## config.mk

```make
export PLATFORM = sky130hd
export DESIGN_NAME = noc_packetizer
export DESIGN_NICKNAME = d
export VERILOG_FILES = /design/src/rtl/noc_packetizer.sv
export SDC_FILE = /design/constraint.sdc
export NUM_CORES = 1
export LEC_CHECK = 0
export CAP_MARGIN = 20
export CORE_ASPECT_RATIO = 0.5
export CORE_MARGIN = 2
export CORE_UTILIZATION = 33
export DETAILED_ROUTE_END_ITERATION = 8
export PLACE_DENSITY_LB_ADDON = 0.25
export SETUP_SLACK_MARGIN = 0.2
export SLEW_MARGIN = 20
export SYNTH_ARGS = -nofsm -noshare
export SYNTH_HDL_FRONTEND = slang
export SYNTH_SLANG_ARGS = --single-unit
```

## constraint.sdc

```tcl
create_clock -name clk -period 5.7 [get_ports clk]
set_clock_uncertainty 0.2 [all_clocks]
set_input_delay 1.14 -clock clk [delete_from_list [all_inputs] [get_ports clk]]
set_output_delay 1.14 -clock clk [all_outputs]
set_load 0.01 [all_outputs]
```

## src/rtl/noc_packetizer.sv

```systemverilog
// noc_packetizer
//   Network-interface packetizer between a local core and the router LOCAL
//   input port. A request (destination, VC, length, head payload) plus a
//   stream of body payload words is turned into HEAD/BODY/TAIL/HEADTAIL
//   flits under per-VC credit flow control.
//
//   Optional feature macro: NOC_PKT_VC_RR_EN
//     defined     : req_vc is ignored; the VC comes from a round-robin pointer
//                   (reset 0) that advances once per accepted request.
//     not defined : the latched req_vc is used as given.
//
// Ports
//   clk, rst_n             clock, asynchronous active-low reset
//   req_valid/req_ready    packet request handshake
//   req_x_dest/req_y_dest  destination coordinates
//   req_vc                 requested VC
//   req_len                total flits including head (clamped to 1..MAX)
//   req_head_pl            head-flit payload
//   pl_valid/pl_ready      body payload handshake (pl_ready is combinational)
//   pl_data                body/tail payload
//   flit_valid/data/vc     registered flit output
//   credit_valid/vc        one credit returned by the downstream buffer
//   credit_ovf             sticky: credit returned to a VC already full
//
// state | meaning
// ------+----------------------------------------------------------
// IDLE  | waiting for a request, req_ready=1
// HEAD  | request latched, head flit waits for a credit
// BODY  | body/tail flits wait for a credit and a payload word
module noc_packetizer #(
  parameter int FLIT_WIDTH    = 64,
  parameter int MESH_SIZE_X   = 4,
  parameter int MESH_SIZE_Y   = 4,
  parameter int VC_NUM        = 2,
  parameter int VC_DEPTH      = 4,
  parameter int MAX_PKT_FLITS = 8,
  localparam int X_W       = $clog2(MESH_SIZE_X),
  localparam int Y_W       = $clog2(MESH_SIZE_Y),
  localparam int VC_W      = (VC_NUM > 1) ? $clog2(VC_NUM) : 1,
  localparam int LEN_W     = $clog2(MAX_PKT_FLITS + 1),
  localparam int HEAD_PL_W = FLIT_WIDTH - 2 - X_W - Y_W,
  localparam int BODY_PL_W = FLIT_WIDTH - 2
) (
  input  logic                  clk,
  input  logic                  rst_n,
  input  logic                  req_valid,
  output logic                  req_ready,
  input  logic [X_W-1:0]        req_x_dest,
  input  logic [Y_W-1:0]        req_y_dest,
  input  logic [VC_W-1:0]       req_vc,
  input  logic [LEN_W-1:0]      req_len,
  input  logic [HEAD_PL_W-1:0]  req_head_pl,
  input  logic                  pl_valid,
  output logic                  pl_ready,
  input  logic [BODY_PL_W-1:0]  pl_data,
  output logic                  flit_valid,
  output logic [FLIT_WIDTH-1:0] flit_data,
  output logic [VC_W-1:0]       flit_vc,
  input  logic                  credit_valid,
  input  logic [VC_W-1:0]       credit_vc,
  output logic                  credit_ovf
);

  localparam int CRD_W = $clog2(VC_DEPTH + 1);

  localparam logic [1:0] LBL_HEAD     = 2'd0;
  localparam logic [1:0] LBL_BODY     = 2'd1;
  localparam logic [1:0] LBL_TAIL     = 2'd2;
  localparam logic [1:0] LBL_HEADTAIL = 2'd3;

  typedef enum logic [1:0] {
    S_IDLE = 2'd0,
    S_HEAD = 2'd1,
    S_BODY = 2'd2
  } state_t;

  state_t                 state_q, state_d;
  logic [X_W-1:0]         x_q, x_d;
  logic [Y_W-1:0]         y_q, y_d;
  logic [VC_W-1:0]        vc_q, vc_d;
  logic [LEN_W-1:0]       len_q, len_d;
  logic [LEN_W-1:0]       rem_q, rem_d;
  logic [HEAD_PL_W-1:0]   head_pl_q, head_pl_d;
  logic [CRD_W-1:0]       credit_q [VC_NUM];
  logic [CRD_W-1:0]       credit_d [VC_NUM];
  logic                   ovf_q, ovf_d;
  logic                   flit_valid_q, flit_valid_d;
  logic [FLIT_WIDTH-1:0]  flit_data_q, flit_data_d;
  logic [VC_W-1:0]        flit_vc_q, flit_vc_d;

  logic                   emit;
  logic                   credit_ok;
  logic [LEN_W-1:0]       len_in;
  logic [VC_W-1:0]        req_vc_in;
  logic [VC_W-1:0]        accept_vc;

  // A VC index beyond VC_NUM-1 can only occur when VC_NUM is not a power of
  // two; fold it onto the last VC so the credit lookup always stays in range.
  if ((2 ** VC_W) == VC_NUM) begin : g_vc_pow2
    assign req_vc_in = req_vc;
  end else begin : g_vc_clamp
    assign req_vc_in = (req_vc >= VC_W'(VC_NUM)) ? VC_W'(VC_NUM - 1) : req_vc;
  end

`ifdef NOC_PKT_VC_RR_EN
  logic [VC_W-1:0] rr_q, rr_d;

  always_comb begin
    rr_d = rr_q;
    if (req_valid && (state_q == S_IDLE)) begin
      rr_d = (rr_q == VC_W'(VC_NUM - 1)) ? '0 : rr_q + VC_W'(1);
    end
  end

  always_ff @(posedge clk or negedge rst_n) begin
    if (!rst_n) begin
      rr_q <= '0;
    end else begin
      rr_q <= rr_d;
    end
  end

  assign accept_vc = rr_q;
`else
  assign accept_vc = req_vc_in;
`endif

  always_comb begin
    len_in = req_len;
    if (req_len == '0) begin
      len_in = LEN_W'(1);
    end else if (req_len > LEN_W'(MAX_PKT_FLITS)) begin
      len_in = LEN_W'(MAX_PKT_FLITS);
    end
  end

  assign credit_ok = (credit_q[vc_q] != '0);

  // FSM next state and flit assembly.
  always_comb begin
    state_d      = state_q;
    x_d          = x_q;
    y_d          = y_q;
    vc_d         = vc_q;
    len_d        = len_q;
    rem_d        = rem_q;
    head_pl_d    = head_pl_q;
    flit_valid_d = 1'b0;
    flit_data_d  = flit_data_q;
    flit_vc_d    = flit_vc_q;
    emit         = 1'b0;
    pl_ready     = 1'b0;
    req_ready    = 1'b0;

    unique case (state_q)
      S_IDLE: begin
        req_ready = 1'b1;
        if (req_valid) begin
          x_d       = req_x_dest;
          y_d       = req_y_dest;
          vc_d      = accept_vc;
          len_d     = len_in;
          head_pl_d = req_head_pl;
          state_d   = S_HEAD;
        end
      end

      S_HEAD: begin
        if (credit_ok) begin
          emit         = 1'b1;
          flit_valid_d = 1'b1;
          flit_vc_d    = vc_q;
          if (len_q == LEN_W'(1)) begin
            flit_data_d = {LBL_HEADTAIL, x_q, y_q, head_pl_q};
            state_d     = S_IDLE;
          end else begin
            flit_data_d = {LBL_HEAD, x_q, y_q, head_pl_q};
            rem_d       = len_q - LEN_W'(1);
            state_d     = S_BODY;
          end
        end
      end

      S_BODY: begin
        if (credit_ok && pl_valid) begin
          emit         = 1'b1;
          pl_ready     = 1'b1;
          flit_valid_d = 1'b1;
          flit_vc_d    = vc_q;
          rem_d        = rem_q - LEN_W'(1);
          if (rem_q == LEN_W'(1)) begin
            flit_data_d = {LBL_TAIL, pl_data};
            state_d     = S_IDLE;
          end else begin
            flit_data_d = {LBL_BODY, pl_data};
          end
        end
      end

      default: begin
        state_d = S_IDLE;
      end
    endcase
  end

  // Per-VC credit counters. An emit and a return on the same VC cancel out,
  // so the full-counter overflow check only applies to an unmatched return.
  always_comb begin
    ovf_d = ovf_q;
    for (int v = 0; v < VC_NUM; v++) begin
      credit_d[v] = credit_q[v];
      if ((emit && (vc_q == VC_W'(v))) &&
          !(credit_valid && (credit_vc == VC_W'(v)))) begin
        credit_d[v] = credit_q[v] - CRD_W'(1);
      end else if (!(emit && (vc_q == VC_W'(v))) &&
                   (credit_valid && (credit_vc == VC_W'(v)))) begin
        if (credit_q[v] == CRD_W'(VC_DEPTH)) begin
          ovf_d = 1'b1;
        end else begin
          credit_d[v] = credit_q[v] + CRD_W'(1);
        end
      end
    end
  end

  always_ff @(posedge clk or negedge rst_n) begin
    if (!rst_n) begin
      state_q      <= S_IDLE;
      x_q          <= '0;
      y_q          <= '0;
      vc_q         <= '0;
      len_q        <= '0;
      rem_q        <= '0;
      head_pl_q    <= '0;
      ovf_q        <= 1'b0;
      flit_valid_q <= 1'b0;
      flit_data_q  <= '0;
      flit_vc_q    <= '0;
      for (int v = 0; v < VC_NUM; v++) begin
        credit_q[v] <= CRD_W'(VC_DEPTH);
      end
    end else begin
      state_q      <= state_d;
      x_q          <= x_d;
      y_q          <= y_d;
      vc_q         <= vc_d;
      len_q        <= len_d;
      rem_q        <= rem_d;
      head_pl_q    <= head_pl_d;
      ovf_q        <= ovf_d;
      flit_valid_q <= flit_valid_d;
      flit_data_q  <= flit_data_d;
      flit_vc_q    <= flit_vc_d;
      for (int v = 0; v < VC_NUM; v++) begin
        credit_q[v] <= credit_d[v];
      end
    end
  end

  assign flit_valid = flit_valid_q;
  assign flit_data  = flit_data_q;
  assign flit_vc    = flit_vc_q;
  assign credit_ovf = ovf_q;

endmodule
```

Word-level counts from Yosys, hierarchy flattened. Cells that the tools add are included.

Output and inout port bits: 69. Bits of input ports: 135. Register bits: 146. Word-level logic and storage cells: 102.

Equal/unequal tests: 13. $add $sub $neg: 6. Order comparisons: 2. Reductions and logical operators: 25. Bitwise operators: 3. Multiplexer cells: 40.

Operator list (number): $mux W64 (4); $pmux W64 S2 (1); $mux W3 (9); $mux W4 (5); $ne A2 B2 Y1 const B (7); $mux W1 (12); $mux W2 (5); $logic_and A1 B1 Y1 (9); $eq A4 B1 Y1 const B (2); $pmux W4 S2 (1); $reduce_and A4 Y1 (2); $sub A4 B1 Y4 const B (2); $add A3 B1 Y3 const B (2); $eq A3 B3 Y1 const B (2); $pmux W2 S3 (1); $reduce_and A2 Y1 (3); $reduce_bool A2 Y1 (3); $sub A3 B1 Y3 const B (2); $gt A4 B4 Y1 const B (1); $logic_not A1 Y1 (4); $logic_not A4 Y1 (1); $pmux W1 S2 (2); $reduce_and A3 Y1 (1); $reduce_bool A3 Y1 (1); 6 further kinds (7).

Logic depth before layout (Yosys ltp).
Depth in word-level cells: 16. Depth in mapped cells: 12. Mapped depth without buffers: 12.

Worst setup path before layout. No wires, ideal clock.

Path type: in2reg. Start point: input pl_valid. End point: register credit_q[2] (netlist bit). Path buffers: 0. Setup time: 0.089 ns. Arrival: 2.931 ns. Data required time: 5.411 ns. Slack: 2.480 ns. Cell stages on the path: 9. Cells stage by stage: and2_1 o211a_2 and2_1 ha_1 inv_1 fa_1 or4_1 a21oi_1 a221oi_1.

Word-level cells in the longest chain between the ends: 8. Elaborated cells between the ends (all ways): 11. Classes of those cells: eq/ne (1); mux (3); reduce/logical (7).

Ends and longest elaborated chain: start: declaration (line 53) `input logic pl_valid,`; $logic_and A1 B1 Y1 (*) (line 185) `if (credit_ok && pl_valid) begin`; $mux W1 (*) (line 185); $pmux W1 S2 (*) (line 155) `unique case (state_q)`; via emit (line 91) `logic emit;`; $logic_and A1 B1 Y1 (*) (line 212, 215); $logic_not A1 Y1 (line 215) `end else if (!(emit && (vc_q == VC_W'(v))) &&`; $logic_and A1 B1 Y1 (line 215); $reduce_bool A2 Y1 (no source line); $reduce_and A2 Y1 (no source line); end signal: indexed assignment (line 240) `credit_q[v] <= CRD_W'(VC_DEPTH);`; end signal: indexed assignment (line 255) `credit_q[v] <= credit_d[v];`; end: declaration (line 84) `logic [CRD_W-1:0] credit_q [VC_NUM];`.

Mark *: on every way through the listed nets, which the timed path passes. The rest lies on a longest branch. A chain may end at the register's enable or synchronous reset.

Worst setup path in the final report.
Start point: input pl_valid. End point: output pl_ready.

Word-level cells in the longest chain between the ends: 3.

Ends and longest elaborated chain: $logic_and A1 B1 Y1 (line 185); $mux W1 (line 185); $mux W1 (line 155); end: declaration (line 54) `output logic pl_ready,`.

No other way between the ends.

==> impl_metrics.tcl <==
set metrics [dict create \
    antenna_found_initial 0 \
    crit_chain "clkdlybuf4s50_1 -> and2_1 -> and3_1 -> clkdlybuf4s50_1" \
    synthTopCellsByArea "dfrtp_1, mux2_2, mux2i_1, nand2_1, o21ai_0" \
    layout.nets 902 \
    synth_area_um2 6540 \
    ys_seq_area_frac 0.559 \
    grt_overflow 0 \
    drv_slew 0 \
    routed_wl_um 15900 \
    drt-initial-drc-count 171 \
    ys_ff_latch 146 \
    rsz0062_at_grt "false" \
    num_vias 4737 \
    drive_above_1_share 0.153 \
    synthTopCellsByCount "dfrtp_1, nand2_1, mux2_2, mux2i_1, o21ai_0" \
    synth_edf_count 0 \
    ctsHoldBuffers 0 \
    detail_route.wl_per_cell_um 15.5 \
    status "finished, final reports clean" \
    reg2reg_depth 11 \
    worstHoldPathType "flop to flop" \
    intPower_mw 3.51 \
    seq_power_share 0.347 \
    die_h_um 104 \
    avgSynthCellArea_um2 11.7 \
    max_freq_ghz 0.258 \
    drtPass1Iterations 4 \
    diodes 0 \
    synth_area_leader_cell "dfrtp_1" \
    tightest_slew_ns 1.07 \
    path_buf_inv 2 \
    path_common_cell "clkdlybuf4s50_1" \
    ios 204 \
    area_growth_pct 44.7 \
    hold_depth 2 \
    syn_nets 705 \
    maxSlewHeadroom 0.290 \
    nFillCells 1815 \
    crit_arrival_ns 2.54 \
    setup_viol 0 \
    rr_endpoint "credit_q[2]" \
    max_cap_viol_count 0 \
    fin_crit_ns 3.88 \
    max-vdd-ir-drop_mv 0.291 \
    cts_resized 0 \
    post-dp-hpwl_um 10900 \
    clk_pin_slew_ns 0.06 \
    numCtsBuffers 17 \
    p_comb_frac 0.433 \
    r2r_setup_slack_ns 2.36 \
    grt_pass1_wl_um 26100 \
    cts_num_sinks 146 \
    finalHoldViolations 0 \
    rr_startpoint "state_q[0]" \
    yosysUniqueCellTypes 45 \
    drc 0 \
    die_area_um2 21000 \
    grtUsageTotal 0.159 \
    critPathRequiredTime_ns 4.36 \
    core_um2 19500 \
    viasPerCell 4.59 \
    die_x_um 203 \
    drtAntennaViolNets 0 \
    p_switching_mw 1.83 \
    hold_slack_ns 0.274 \
    cp_top_family "buffers and inverters" \
    pwr-share-clk 0.220 \
    sw_frac_of_total 0.342 \
    endpoint_kind "output pin" \
    cp_slowest_cell "clkdlybuf4s50_1" \
    synthCells 557 \
    critical_path.max_fanout 4 \
    yosys_warnings 0 \
    synth.most_common_cell "dfrtp_1" \
    htree_num_levels 4 \
    p_per_area_nw_per_um2 564 \
    num_rows 36 \
    hold_end "flit_vc" \
    async_flop_share 1.00 \
    max-clock-path-buffers 2 \
    grt_pass1_vias 4872 \
    initial_core_util 0.336 \
    place.port_buffers 203 \
    clk_latency_ns 0.41 \
    slowest_delay_ns 0.53 \
    p_leak_nw 3.97 \
    place.gp.congestion 0.767 \
    root_buffer "clkbuf_16" \
    cts_tree "built" \
    tns_ns 0 \
    total_power_mw 5.34 \
    synth_ff_type "dfrtp_1" \
    hold_path_startpoint "flit_vc" \
    crit_type "input port to output pin" \
    grt_max_degree 94 \
    post-route-period-util 0.680 \
    yosysTopAreaCellShare 0.551 \
    cts_setup_buffers 0 \
    cp-start-kind "input port" \
]
[worst max-delay path by stage]
stage / from / to / cells past startpoint
finish: pl_valid / pl_ready / 4
global route: pl_valid / pl_ready / 4
CTS: pl_valid / pl_ready / 4
detailed placement: pl_valid / credit_q[2] / 10
global placement: pl_valid / credit_q[2] / 10
floorplan: pl_valid / credit_q[2] / 9
[kinds of logic (layout without fill, tap and decap cells)]
family	Yosys count	count (layout)	share of synthesized area
xor gates and xnor gates	3	3	0.00402
adders and majority gates	13	13	0.0272
and+or+nand+nor	119	119	0.0828
DFF	146	146	0.559
AOI/OAI and AO/OA	96	96	0.0826
buffers and inverters	50	259	0.0327
muxes	130	130	0.212
[routing by layer]
layer,vias to the layer above,track usage,wire length [um]
met2,81,0.271,8040
met4,0,0.0537,239
met5,-,0,0
met3,16,0.0368,606
li1,2330,-,-
met1,2310,0.199,7060
[sequential cells by signal (all words and copies together), names as in the netlist]
register and cells:
len_q 4, x_q 2, state_q 2, credit_q 6, head_pl_q 58, flit_valid 1, flit_vc 1, rem_q 4
flit_data 64, vc_q 1, credit_ovf 1, y_q 2
[placed cells by master, fill, tap and decap left out, drive strengths merged, types with 3 or more instances in the layout]
cell type / count
a31oi: 3
clkinv: 6
a21oi: 5
nand2b: 7
inv: 21
o31ai: 3
nand2: 82
mux2i: 63
ha: 11
mux2: 67
clkinvlp: 3
and2: 4
o21ai: 76
dfrtp: 144
nor3: 3
clkbuf: 17
bufinv: 4
nor2: 7
buf: 6
clkdlybuf4s50: 202
a221oi: 4
[power groups by stage]
stage / clock network [mW] / registers [mW] / logic (mW)
after global placement: 0 / 1.86 / 2.26
final: 1.17 / 1.86 / 2.31
after detailed placement: 0 / 1.88 / 2.32
after CTS: 1.21 / 1.86 / 2.33
after floorplan: 0 / 1.92 / 1.36
after global routing: 1.27 / 1.93 / 2.57
[layout make-up]
cell class	instances	area (um2)	share of cell area
inverters	20	75.1	0.00793
clock buffers	17	425	0.0449
repair buffers	208	2090	0.221
well taps	266	333	0.0352
clock inverters	14	189	0.0200
multi-input cells	361	2700	0.285
flip-flops and latches	146	3660	0.386
[metrics by stage]
stage          cell area [um2]  std cells   util  setup WS [ns]
2_1_floorplan             6540        557      -           2.48
3_3_place_gp              8830       1000  0.454           1.83
3_5_place_dp              8830       1000  0.454           1.78
4_1_cts                   9440       1031  0.485           1.82
5_1_grt                   9470       1032  0.487           1.77
6_report                  9470       1032  0.487           1.82
[worst min-delay path, delay by kind of cell (launching register included)]
kind / cells / cell delay (ns)
simple gates: 2 / 0.10
flops: 1 / 0.34
Note: power is estimated with default switching activity, not from simulation.
